File: config.mk
export PLATFORM = sky130hd
export DESIGN_NAME = kbd_input_controller
export DESIGN_NICKNAME = d
export VERILOG_FILES = /design/src/rtl/kbd_pkg.sv /design/src/rtl/ps2_rx_frame.sv /design/src/rtl/kbd_input_controller.sv
export SDC_FILE = /design/constraint.sdc
export NUM_CORES = 1
export LEC_CHECK = 0
export ABC_AREA = 1
export CAP_MARGIN = 5
export CORE_ASPECT_RATIO = 0.5
export CORE_MARGIN = 2
export CORE_UTILIZATION = 35
export CTS_BUF_LIST = sky130_fd_sc_hd__clkbuf_4 sky130_fd_sc_hd__clkbuf_8
export CTS_CLUSTER_DIAMETER = 50
export DETAILED_ROUTE_END_ITERATION = 12
export PLACE_DENSITY = 0.6
export SYNTH_ARGS = -nofsm -noshare
export SYNTH_HDL_FRONTEND = slang
export SYNTH_HIERARCHICAL = 1
export SYNTH_SLANG_ARGS = --single-unit
File: constraint.sdc
create_clock -name clk -period 2.78 [get_ports clk]
set_input_delay 0.278 -clock clk [delete_from_list [all_inputs] [get_ports clk]]
set_output_delay 0.278 -clock clk [all_outputs]
set_load 0.005 [all_outputs]
File: src/rtl/kbd_pkg.sv
// Shared constants, state encodings and the optional scancode-to-ASCII table.
// The table is only built when KBD_ASCII_EN is defined.
package kbd_pkg;

    localparam logic [7:0] BREAK_CODE = 8'hF0;
    localparam logic [7:0] EXT_CODE   = 8'hE0;

    typedef enum logic [1:0] {
        F_IDLE,
        F_DATA,
        F_PARITY,
        F_STOP
    } frame_state_t;

    typedef enum logic [1:0] {
        D_MAKE,
        D_BREAK,
        D_EXT,
        D_EXT_BREAK
    } dec_state_t;

`ifdef KBD_ASCII_EN
    // Returns {mapped, ascii}; mapped=0 means the key is dropped.
    function automatic logic [8:0] scan_to_ascii(input logic [7:0] sc);
        logic [8:0] r;
        r = 9'h000;
        case (sc)
            8'h1C: r = 9'h141;
            8'h32: r = 9'h142;
            8'h21: r = 9'h143;
            8'h23: r = 9'h144;
            8'h24: r = 9'h145;
            8'h2B: r = 9'h146;
            8'h34: r = 9'h147;
            8'h33: r = 9'h148;
            8'h43: r = 9'h149;
            8'h3B: r = 9'h14A;
            8'h42: r = 9'h14B;
            8'h4B: r = 9'h14C;
            8'h3A: r = 9'h14D;
            8'h31: r = 9'h14E;
            8'h44: r = 9'h14F;
            8'h4D: r = 9'h150;
            8'h15: r = 9'h151;
            8'h2D: r = 9'h152;
            8'h1B: r = 9'h153;
            8'h2C: r = 9'h154;
            8'h3C: r = 9'h155;
            8'h2A: r = 9'h156;
            8'h1D: r = 9'h157;
            8'h22: r = 9'h158;
            8'h35: r = 9'h159;
            8'h1A: r = 9'h15A;
            8'h45: r = 9'h130;
            8'h16: r = 9'h131;
            8'h1E: r = 9'h132;
            8'h26: r = 9'h133;
            8'h25: r = 9'h134;
            8'h2E: r = 9'h135;
            8'h36: r = 9'h136;
            8'h3D: r = 9'h137;
            8'h3E: r = 9'h138;
            8'h46: r = 9'h139;
            8'h29: r = 9'h120;
            8'h5A: r = 9'h10D;
            8'h66: r = 9'h108;
            default: r = 9'h000;
        endcase
        return r;
    endfunction
`endif

endpackage

File: src/rtl/ps2_rx_frame.sv
// PS/2 receiver: input synchronizers, ps2c glitch filter, 11-bit frame FSM
// and inter-bit timeout. Emits one byte_valid pulse per good frame.
module ps2_rx_frame
    import kbd_pkg::*;
#(
    parameter int FILTER_LEN     = 8,
    parameter int TIMEOUT_CYCLES = 50000
) (
    input  logic       clk,
    input  logic       clr,
    input  logic       ps2c,
    input  logic       ps2d,
    output logic       byte_valid,
    output logic [7:0] data,
    output logic       frame_err
);

    localparam int FW = $clog2(FILTER_LEN + 1);
    localparam int TW = $clog2(TIMEOUT_CYCLES + 1);
    localparam logic [FW-1:0] F_LAST = FW'(FILTER_LEN - 1);
    localparam logic [TW-1:0] T_LAST = TW'(TIMEOUT_CYCLES - 1);

    logic          c_s1, c_s2, d_s1, d_s2;
    logic          c_filt, c_prev;
    logic [FW-1:0] f_cnt;
    logic          strobe;

    // Lines idle high, so the conditioning stages reset to 1.
    always_ff @(posedge clk or posedge clr) begin
        if (clr) begin
            c_s1   <= 1'b1;
            c_s2   <= 1'b1;
            d_s1   <= 1'b1;
            d_s2   <= 1'b1;
            c_filt <= 1'b1;
            c_prev <= 1'b1;
            f_cnt  <= '0;
        end else begin
            c_s1   <= ps2c;
            c_s2   <= c_s1;
            d_s1   <= ps2d;
            d_s2   <= d_s1;
            c_prev <= c_filt;
            if (c_s2 == c_filt) begin
                f_cnt <= '0;
            end else if (f_cnt == F_LAST) begin
                c_filt <= c_s2;
                f_cnt  <= '0;
            end else begin
                f_cnt <= f_cnt + 1'b1;
            end
        end
    end

    assign strobe = c_prev & ~c_filt;

    frame_state_t  state, state_n;
    logic [2:0]    bit_cnt;
    logic [7:0]    shreg;
    logic          par_bit;
    logic [TW-1:0] t_cnt;
    logic          timeout;
    logic          bv_n, err_n;

    assign timeout = (state != F_IDLE) && !strobe && (t_cnt == T_LAST);
    assign data    = shreg;

    always_comb begin
        state_n = state;
        bv_n    = 1'b0;
        err_n   = 1'b0;
        if (timeout) begin
            state_n = F_IDLE;
            err_n   = 1'b1;
        end else if (strobe) begin
            unique case (state)
                F_IDLE:   if (!d_s2) state_n = F_DATA;
                F_DATA:   if (bit_cnt == 3'd7) state_n = F_PARITY;
                F_PARITY: state_n = F_STOP;
                F_STOP: begin
                    state_n = F_IDLE;
                    if (d_s2 && (^{shreg, par_bit})) bv_n = 1'b1;
                    else err_n = 1'b1;
                end
                default:  state_n = F_IDLE;
            endcase
        end
    end

    always_ff @(posedge clk or posedge clr) begin
        if (clr) begin
            state      <= F_IDLE;
            bit_cnt    <= '0;
            shreg      <= '0;
            par_bit    <= 1'b0;
            t_cnt      <= '0;
            byte_valid <= 1'b0;
            frame_err  <= 1'b0;
        end else begin
            state      <= state_n;
            byte_valid <= bv_n;
            frame_err  <= err_n;
            if (state == F_IDLE || strobe) t_cnt <= '0;
            else t_cnt <= t_cnt + 1'b1;
            if (state == F_IDLE) bit_cnt <= '0;
            if (strobe && state == F_DATA) begin
                shreg   <= {d_s2, shreg[7:1]};
                bit_cnt <= bit_cnt + 1'b1;
            end
            if (strobe && state == F_PARITY) par_bit <= d_s2;
        end
    end

endmodule

File: src/rtl/kbd_input_controller.sv
// PS/2 keyboard to INPR/FGI bridge: make/break decoder, key FIFO, CPU handshake.
// Define KBD_ASCII_EN to push ASCII instead of raw set-2 scancodes.
module kbd_input_controller
    import kbd_pkg::*;
#(
    parameter int FIFO_DEPTH     = 4,
    parameter int FILTER_LEN     = 8,
    parameter int TIMEOUT_CYCLES = 50000
) (
    input  logic       clk,
    input  logic       clr,
    input  logic       ps2c,
    input  logic       ps2d,
    input  logic       inp_ack,
    output logic [7:0] inpr,
    output logic       fgi,
    output logic       overflow,
    output logic       frame_err
);

    localparam int AW = $clog2(FIFO_DEPTH);
    localparam logic [AW:0] FULL_CNT = (AW + 1)'(FIFO_DEPTH);

    logic       byte_valid;
    logic [7:0] data;

    ps2_rx_frame #(
        .FILTER_LEN     (FILTER_LEN),
        .TIMEOUT_CYCLES (TIMEOUT_CYCLES)
    ) u_rx (
        .clk        (clk),
        .clr        (clr),
        .ps2c       (ps2c),
        .ps2d       (ps2d),
        .byte_valid (byte_valid),
        .data       (data),
        .frame_err  (frame_err)
    );

    dec_state_t dstate, dstate_n;
    logic [7:0] last_make;
    logic       latch_make;
    logic       push_hit;
    logic       push;
    logic [7:0] push_data;
`ifdef KBD_ASCII_EN
    logic       map_ok;
`endif

    always_comb begin
        dstate_n   = dstate;
        latch_make = 1'b0;
        push_hit   = 1'b0;
        if (byte_valid) begin
            unique case (dstate)
                D_MAKE: begin
                    if (data == BREAK_CODE) dstate_n = D_BREAK;
                    else if (data == EXT_CODE) dstate_n = D_EXT;
                    else if (data != 8'h00 && data != 8'hFF) latch_make = 1'b1;
                end
                D_BREAK: begin
                    dstate_n = D_MAKE;
                    push_hit = (data == last_make) && (last_make != 8'h00);
                end
                D_EXT: begin
                    if (data == BREAK_CODE) dstate_n = D_EXT_BREAK;
                    else dstate_n = D_MAKE;
                end
                D_EXT_BREAK: dstate_n = D_MAKE;
                default:     dstate_n = D_MAKE;
            endcase
        end
`ifdef KBD_ASCII_EN
        {map_ok, push_data} = scan_to_ascii(data);
        push = push_hit & map_ok;
`else
        push_data = data;
        push      = push_hit;
`endif
    end

    always_ff @(posedge clk or posedge clr) begin
        if (clr) begin
            dstate    <= D_MAKE;
            last_make <= 8'h00;
        end else begin
            dstate <= dstate_n;
            if (latch_make) last_make <= data;
        end
    end

    logic [7:0]    mem [FIFO_DEPTH];
    logic [AW-1:0] wptr, rptr;
    logic [AW:0]   count;
    logic          full, empty, pop, wr;

    assign full  = (count == FULL_CNT);
    assign empty = (count == '0);
    assign pop   = !fgi && !empty;
    // A full FIFO still takes a key when the same edge pops one.
    assign wr    = push && (!full || pop);

    always_ff @(posedge clk) begin
        if (wr) mem[wptr] <= push_data;
    end

    always_ff @(posedge clk or posedge clr) begin
        if (clr) begin
            wptr     <= '0;
            rptr     <= '0;
            count    <= '0;
            overflow <= 1'b0;
            inpr     <= 8'h00;
            fgi      <= 1'b0;
        end else begin
            if (wr) wptr <= wptr + 1'b1;
            if (pop) rptr <= rptr + 1'b1;
            unique case ({wr, pop})
                2'b10:   count <= count + 1'b1;
                2'b01:   count <= count - 1'b1;
                default: count <= count;
            endcase
            if (push && !wr) overflow <= 1'b1;
            if (pop) begin
                inpr <= mem[rptr];
                fgi  <= 1'b1;
            end else if (inp_ack && fgi) begin
                fgi <= 1'b0;
            end
        end
    end

endmodule

==> Yosys cells after proc, flatten, opt, wreduce, memory -nomap -nowiden <==
Memory sizes are Yosys's and may differ from the RTL's. A register that Yosys moved wholly into a read port is not among the register bits.
Cells that the tools add are included.
{ "classes": {"addsub": 7, "n_eq_ne": 20, "muxes": 34, "bitwise_logic": 3, "n_reduce_logical": 33} }
{ "ops": {"columns": ["operator", "count"], "rows": [
  ["1-bit 2-to-1 mux", 19],
  ["16-bit by 1-bit adder with 16-bit output, second input constant", 1],
  ["16-bit equality test, second input constant", 1],
  ["8-bit equality test, second input constant", 2],
  ["16-bit 2-to-1 mux", 1],
  ["8-bit nonzero test", 2],
  ["2-bit 2-to-1 mux", 7],
  ["1-bit logical AND", 11],
  ["2-bit equality test, second input constant", 5],
  ["2-bit nonzero test", 5],
  ["9-bit parity", 1],
  ["8-bit equality test", 1],
  ["4-bit 2-to-1 mux", 2],
  ["8-bit != test, second input constant", 1],
  ["2-bit case mux with 4 select lines", 1],
  ["3-bit by 1-bit adder with 3-bit output, second input constant", 2],
  ["2-bit by 1-bit equality test with 1-bit output, second input constant", 3],
  ["3-bit equality test, second input constant", 2],
  ["3-bit 2-to-1 mux", 2],
  ["3-bit != test, second input constant", 2],
  ["2-bit case mux with 3 select lines", 1],
  ["3-bit case mux with 2 select lines", 1],
  ["1-bit zero test", 5],
  ["2-bit by 1-bit adder with 2-bit output, second input constant", 2],
  ["13 further kinds", 17]
]} }
{ "totals": {"register_bits": 61, "ram_bits": 32, "input_bits": 5, "out_inout_bits": 11, "wordCells": 119, "mem_count": 1} }
{ "mem_list": {"columns": ["memory", "words", "word_bits", "rd", "rd_clocked_by_memory_dff", "wr", "line", "rtl"], "rows": [
  ["mem", 4, 8, 1, 1, 1, "kbd_input_controller.sv:92", "logic [7:0] mem [FIFO_DEPTH];"]
]} }

==> Logic depth before layout (Yosys ltp) <==
Gate-level depths: netlist (run 1).
{ "logic_depth": {"word_depth": 7, "ltp_mapped": 13, "ltp_nobuf": 13} }

==> By module <==
Netlist (run 1), hierarchy kept.
{ "modules_own_cells": {"columns": ["module", "instances", "cells_each", "area_per_inst_um2"], "rows": [
  ["kbd_input_controller", 1, 279, 2686.3],
  ["ps2_rx_frame", 1, 243, 2153.3]
]} }

==> Least setup slack after synthesis (run 1) <==
OpenSTA, ideal clock, no wires.
{ "synth_path": {"path_kind": "reg2reg", "startpoint": "register u_rx.shreg[7], in the netlist u_rx/data[7]", "endpoint": "register count[2]", "setup_time_ns": 0.131, "t_arrival_ns": 1.849, "required_ns": 2.649, "path_slack_ns": 0.800, "path_stages_with_launch": 14, "n_path_buf": 0, "synth_period_minus_slack_ns": 1.980, "cell_sequence": "dfrtp_1 > inv_1 > nand2_1 > nand2_1 > nor2_1 > nand2_1 > nor2_4 > nand3_4 > ha_1 > inv_1 > fa_1 > a21oi_1 > o21ai_0 > xor2_1"} }
{ "synth_via": {"elab_chain_cells": 7, "elab_cells_between_ends": 9} }
{ "synth_rtl": {"columns": ["item", "line", "rtl"], "rows": [
  ["start, declared", "ps2_rx_frame.sv:59", "logic [7:0] shreg;"],
  ["start signal, assigned", "ps2_rx_frame.sv:107", "shreg <= {d_s2, shreg[7:1]};"],
  ["8-bit equality test *", "kbd_input_controller.sv:63", "push_hit = (data == last_make) && (last_make != 8'h00);"],
  ["1-bit logical AND *", "kbd_input_controller.sv:63", null],
  ["1-bit 2-to-1 mux *", "kbd_input_controller.sv:55", "unique case (dstate)"],
  ["1-bit 2-to-1 mux *", "kbd_input_controller.sv:54", "if (byte_valid) begin"],
  ["1-bit logical AND *", "kbd_input_controller.sv:101", "assign wr = push && (!full || pop);"],
  ["2-bit by 1-bit equality test with 1-bit output or 2-bit equality test (tied branches)", "kbd_input_controller.sv:118", "unique case ({wr, pop})"],
  ["3-bit case mux with 2 select lines or 2-bit nonzero test (tied branches)", null, null],
  ["end signal, assigned", "kbd_input_controller.sv:119", "2'b10: count <= count + 1'b1;"],
  ["end signal, assigned", "kbd_input_controller.sv:120", "2'b01: count <= count - 1'b1;"],
  ["end signal, assigned", "kbd_input_controller.sv:121", "default: count <= count;"],
  ["end, declared", "kbd_input_controller.sv:94", "logic [AW:0] count;"]
]} }
Every way passes the cells marked *; elsewhere a longest branch is shown, timed or not.
A chain may end at the register's enable or synchronous reset.

==> Worst setup path after layout (run 1) <==
{ "layout_path": {"startpoint": "register u_rx.shreg[7], in the netlist u_rx/data[7]", "endpoint": "register count[1]"} }
Same word-level chain as after synthesis.

==> run metrics, run 1 <==
Comb pwr share=slightly below 20%; Worst Path Class, Setup=reg2reg; final worst path period need=between 2 and 2.5 ns; switching power total=between 1 and 1.5 mW; post-cts hold buffer count=0; largest net degree at the start of global routing=28; placeable core area=13500 um^2; sw frac=a little under a third; DR pass1 iterations=4; Max IR drop VDD=roughly 0.21 mV; max capacitance violation total=0; Flop pwr share=54.1%; P&R area growth vs syn=11.9%; worst slew pin tran=0.683 ns; multi-input logic area=roughly 1900 um^2; post-synth top area share=32.6%; Core Util, Final=about two fifths; Overall Global Routing Usage=approximately 13%; CTS Sinks=between 100 and 150; total CTS buffers=9; required time of the critical path=between 3 and 4 ns; pre-CTS WS=around 0.56 ns; skew final=slightly below 0.007 ns; antenna violations before repair=0; syn nets=542; Fmax=~460 MHz; crit end category=flop; Worst path slowest cell=dfrtp_1; crit-path most repeated cell=nand2_1; # DRC=0; critical-path cell list=inv_1 > nand2_1 > nand2_1 > nor2_1 > nand2_1 > nor2_4 > nand3_4 > ha_1 > inv_1 > fa_1 > o21ai_0; worst skew pair latency=~0.36 ns; Area contributors post-synth=dfrtp_1 33%, edfxtp_1 20%, nand2_1 8.5%; Critical Path Start Type=flop; Synth Warn #=6; Clk pwr share=approximately a quarter; FFs w/ async S/R, synth=roughly two thirds; Worst Setup Slack, final=between 0.5 and 0.6 ns; most frequent cells in the layout=109 x nand2_1, 84 x nor2_1, 64 x inv_1; CTS resizes=0; Cells after Synth=roughly 520; final net count=between 500 and 600; number of setup buffers added after CTS=0; vias per inst=4.60; critical path peak fanout=13; worst min-delay path category=in2async; Antenna diodes=0; number of synthesized flops with an enable pin=32; Root Driver=clkbuf_8; routability cong.=slightly above 0.8; commonest non-fill, non-tap cell in the layout=nand2_1; Leak=2.43 nW; # rows=30; crit-path max cell delay=0.59 ns; Yosys cell types=38; internal power=~2.2 mW; layout cells sized above 1=between 10% and 20%; dominant synthesized flop cell=dfrtp_1; chip width=170 um; Crit path buffers/inverters=2; Seq/Total Area, Yosys=55.7%; Clock transition at path regs=around 0.090 ns; register area=2700 um^2; syn_area_per_cell=roughly 9 um^2; RSZ-0062 raised after global routing=no; mapped cell area=roughly 4800 um^2; Starting Density=35.8%; status=complete, no violations; Post-DP HPWL=6.22 mm; Crit path max-delay family=adder cells; max-slew violations=0; CTS tree=done; Fin Hold WS=a little under 0.3 ns; drt total wl=slightly below 9 mm; largest area contributor in the netlist=dfrtp_1; Setup Viol. Count Final=0; WP data arrival=2.48 ns; Clock Path Buffers=2; fin cells=730; Setup TNS=0 ns; DRT iter0 DRCs=102; wire per inst=12.1 um; Routed Antenna Nets=0; placed cell count=714; Tcrit/Tclk final=roughly 79%; flops & latches, synth=between 100 and 150; Ports=16; Cell Pwr Density=~590 nW/um^2; Port Buf Inserts=15; vias=3357; Worst slew margin=around 54%; Fill cells=1335; H-tree levels=3; vias in the first global route=about 3300; full die area=between 10000 and 15000 um^2; grt ovf=0; first-pass GRT wire length=between 15 and 20 mm; chip height=~87 um; final hold violations=0
[logic make-up (layout without fill, tap and decap cells)]
| kind of cell | Yosys count | after routing | synth area share (%) |
|---|---|---|---|
| AOI/OAI and AO/OA | 64 | 64 | 7.34 |
| xor gates and xnor gates | 15 | 15 | 2.71 |
| adders and majority gates | 15 | 15 | 4.03 |
| buffers and inverters | 76 | 108 | 6.08 |
| DFF | 101 | 101 | 55.7 |
| muxes | 3 | 3 | 0.698 |
| and+or+nand+nor | 248 | 248 | 23.4 |
[final timing paths]
path / slack, ns / from / to / cells past startpoint
max: 0.59 / u_rx/data[7] / count[1] / 11
min: 0.29 / clr / u_rx/data[0] / 2
max reg2reg: 0.59 / u_rx/data[7] / count[1] / 11
min reg2reg: 0.36 / u_rx/d_s1 / u_rx/d_s2 / 0
max in group asynchronous: 1.79 / clr / u_rx/d_s1 / 3
min in group clk: 0.34 / ps2c / u_rx/c_s1 / 1
[flip-flops by register name, summed over array words and instances (netlist names), 3 cells and up]
signal / count
u_rx/t_cnt: 16
u_rx/data: 8
u_rx/bit_cnt: 3
count: 3
last_make: 8
inpr: 8
mem: 32
u_rx/f_cnt: 4
[metrics by stage]
| step | area (um^2) | power, mW |
|---|---|---|
| final | 5410 | 3.20 |
| after global routing | 5410 | 3.40 |
| after CTS | 5410 | 3.25 |
| after detailed placement | 5240 | 2.40 |
| after global placement | 5240 | 2.38 |
| after floorplan | 4840 | 2.22 |
[synthesized netlist by cell type, types with 6 or more instances]
cell type / count
ha_1: 14
dfrtp_1: 63
nand3_1: 18
nand2_1: 109
xnor2_1: 7
a21oi_1: 9
nand4_1: 6
inv_1: 64
a31oi_1: 8
nor2_2: 6
nor2_1: 84
buf_2: 6
nor3_1: 6
dfstp_2: 6
edfxtp_1: 32
xor2_1: 8
o21ai_0: 35
[cell type report]
class / count / area share (%)
Sequential cell: 101 / 49.8
Multi-Input combinational cell: 345 / 34.2
Inverter: 68 / 4.71
Tap cell: 176 / 4.07
Timing Repair Buffer: 24 / 4.02
Clock buffer: 11 / 2.57
Clock inverter: 5 / 0.670
[layer usage]
| metal | share of wire (%) | vias to the layer above | track usage (%) | wire [um] |
|---|---|---|---|---|
| met3 | 2.3 | 9 | 2.77 | 201 |
| met5 | 0 | - | 0 | 0 |
| met2 | 48 | 31 | 23.1 | 4200 |
| li1 | - | 1732 | - | - |
| met4 | 0.91 | 0 | 3.42 | 80 |
| met1 | 49 | 1585 | 15.7 | 4320 |
[power by group through the flow]
stage,Combinational (mW),Clock (mW),Sequential [mW]
after floorplan,0.460,0,1.76
after global placement,0.623,0,1.76
after detailed placement,0.637,0,1.76
after CTS,0.639,0.873,1.73
after global routing,0.715,0.932,1.75
final,0.629,0.840,1.73
(Power assumes the default switching activity.)
==> inputs of run 2 (changes only) <==
==> constraint.sdc (replaced) <==
create_clock -name clk -period 2.1 [get_ports clk]
set_input_delay 0.21 -clock clk [delete_from_list [all_inputs] [get_ports clk]]
set_output_delay 0.21 -clock clk [all_outputs]
set_load 0.005 [all_outputs]
==> run metrics, run 2 (synthesis results as in run 1) <==
Critical R2R Launch=u_rx/data[0] (was u_rx/data[7]); grt ovf=0 (unchanged); crit-path most repeated cell=nand2_1 (unchanged); CTS Sinks=101 (unchanged); P&R area growth vs syn=14.6% (was 11.9%); worst slew pin tran=0.544 ns (was 0.683 ns); Max IR drop VDD=0.383 mV (was 0.207 mV); drt total wl=9.12 mm (was 8.80 mm); Overall Global Routing Usage=13.4% (was 12.8%); routability cong.=0.793 (was 0.828); Tcrit/Tclk final=91.7% (was 78.9%); RSZ-0062 raised after global routing=no (unchanged); Fin Hold WS=0.229 ns (was 0.288 ns); R2R cell count=11 (unchanged); Ports=16 (unchanged); Min-Delay Path Depth=1; H-tree levels=3 (unchanged); Clock transition at path regs=0.11 ns (was 0.09 ns); vias=3328 (was 3357); vias per inst=4.49 (was 4.60); Worst path slowest cell=fa_2 (was dfrtp_1); CTS tree=done (unchanged); Cell Pwr Density=784 nW/um^2 (was 591 nW/um^2); final worst path period need=1.93 ns (was 2.19 ns); total CTS buffers=9 (unchanged); worst skew pair latency=0.38 ns (was 0.36 ns); most frequent cells in the layout=108 x nand2_1, 83 x nor2_1, 62 x inv_1 (was 109 x nand2_1, 84 x nor2_1, 64 x inv_1); # rows=30 (unchanged); reg2reg setup slack=0.17 ns (was 0.59 ns); chip width=170 um (unchanged); HP Start=ps2c; Top Registers=mem: 32 flops, u_rx/t_cnt: 16 flops (unchanged); DR pass1 iterations=4 (unchanged); hold worst-path end=u_rx/c_s1; wire per inst=12.3 um (was 12.1 um); placeable core area=13500 um^2 (unchanged); layout cells sized above 1=14.7% (was 11.0%); chip height=87.2 um (unchanged); critical path peak fanout=4 (was 13); largest net degree at the start of global routing=43 (was 28); vias in the first global route=3274 (was 3266); Critical Path Start Type=flop (unchanged); pre-CTS WS=0.0609 ns (was 0.558 ns); crit-path max cell delay=0.44 ns (was 0.59 ns); Antenna diodes=0 (unchanged); final net count=581 (was 569); post-cts hold buffer count=0 (unchanged); Clock Path Buffers=2 (unchanged); antenna violations before repair=0 (unchanged); Setup TNS=0 ns (unchanged); Post-DP HPWL=6.27 mm (was 6.22 mm); worst min-delay path category=in2reg (was in2async); Worst slew margin=63.7% (was 54.4%); final hold violations=0 (unchanged); Worst Path Class, Setup=reg2reg (unchanged); Setup Viol. Count Final=0 (unchanged); capturing point of the worst reg2reg path=count[1] (unchanged); # DRC=0 (unchanged); first-pass GRT wire length=15.4 mm (was 15.0 mm); critical-path cell list=inv_1 > nand2_1 > nand2_1 > nor2_1 > nand2_2 > nor2_4 > nand3_4 > ha_4 > inv_2 > fa_2 > o21ai_0 (was inv_1 > nand2_1 > nand2_1 > nor2_1 > nand2_1 > nor2_4 > nand3_4 > ha_1 > inv_1 > fa_1 > o21ai_0); Root Driver=clkbuf_8 (unchanged); Leak=2.50 nW (was 2.43 nW); max FFs per register=32 (unchanged); status=complete, no violations (unchanged); Port Buf Inserts=15 (unchanged); full die area=14800 um^2 (unchanged); Routed Antenna Nets=0 (unchanged); crit end category=flop (unchanged); skew final=0.0201 ns (was 0.00693 ns); Top reg by flops=mem (unchanged); WP data arrival=2.23 ns (was 2.48 ns); Worst Setup Slack, final=0.175 ns (was 0.586 ns); max-slew violations=0 (unchanged); max capacitance violation total=0 (unchanged); commonest non-fill, non-tap cell in the layout=nand2_1 (unchanged); DRT iter0 DRCs=234 (was 102); total power=4.35 mW (was 3.20 mW); required time of the critical path=2.40 ns (was 3.07 ns); Fmax=519 MHz (was 456 MHz); Starting Density=35.8% (unchanged)
-- run 2: worst max path at each step --
stage                            start  endpoint  slack (ns)  cells past startpoint
final                     u_rx/data[0]  count[1]        0.17                     11
after global routing      u_rx/data[0]  count[1]        0.01                     11
after CTS                 last_make[5]  count[2]        0.04                     13
after detailed placement  last_make[5]  count[2]        0.06                     13
after global placement    last_make[5]  count[2]        0.10                     13
after floorplan           u_rx/data[7]  count[2]        0.12                     13
-- run 2: metrics by stage --
stage | cells | util (%) | area, um^2
finish | 742 | 41.1 | 5550
global route | 742 | 41.1 | 5550
CTS | 741 | 40.8 | 5510
detailed placement | 725 | 39.4 | 5320
global placement | 725 | 39.4 | 5320
floorplan | 522 | - | 4840
-- run 2: cell type report --
cell class | instances | area [um^2]
clock buffer | 9 | 124
clock inverter | 7 | 68.8
fill | 1318 | 7970
inverter | 68 | 255
multi-input combinational | 345 | 1870
sequential | 101 | 2700
tap | 176 | 220
timing repair buffer | 36 | 308
-- run 2: metal layers --
layer  part of all wire (%)  track usage (%)  wire length (um)
met2                     45             22.8              4120
met3                    2.9             3.27               263
met1                     51             17.2              4630
met4                    1.2             3.81               110
met5                      0                0                 0
-- run 2: power by group --
group          leakage, nW  switching [mW]  internal (mW)
sequential            1.23          0.0965           2.18
combinational         1.17           0.577          0.302
clock               0.0964           0.738          0.462
-- run 2: critical path, delay by kind of cell, from the launching register on --
| kind | cells | cell delay [ns] |
|---|---|---|
| AND/OR/NAND/NOR | 6 | 0.54 |
| buffers and inverters | 2 | 0.17 |
| adder cells (fa/ha/maj) | 2 | 0.61 |
| AO/OA/AOI/OAI | 1 | 0.14 |
| flip-flops | 1 | 0.42 |
-- run 2: what timing repair did --
| action | in CTS | in global routing |
|---|---|---|
| setup endpoints to repair | 0 | 2 |
| setup buffers | 0 | 1 |
| resized for setup | 0 | 11 |
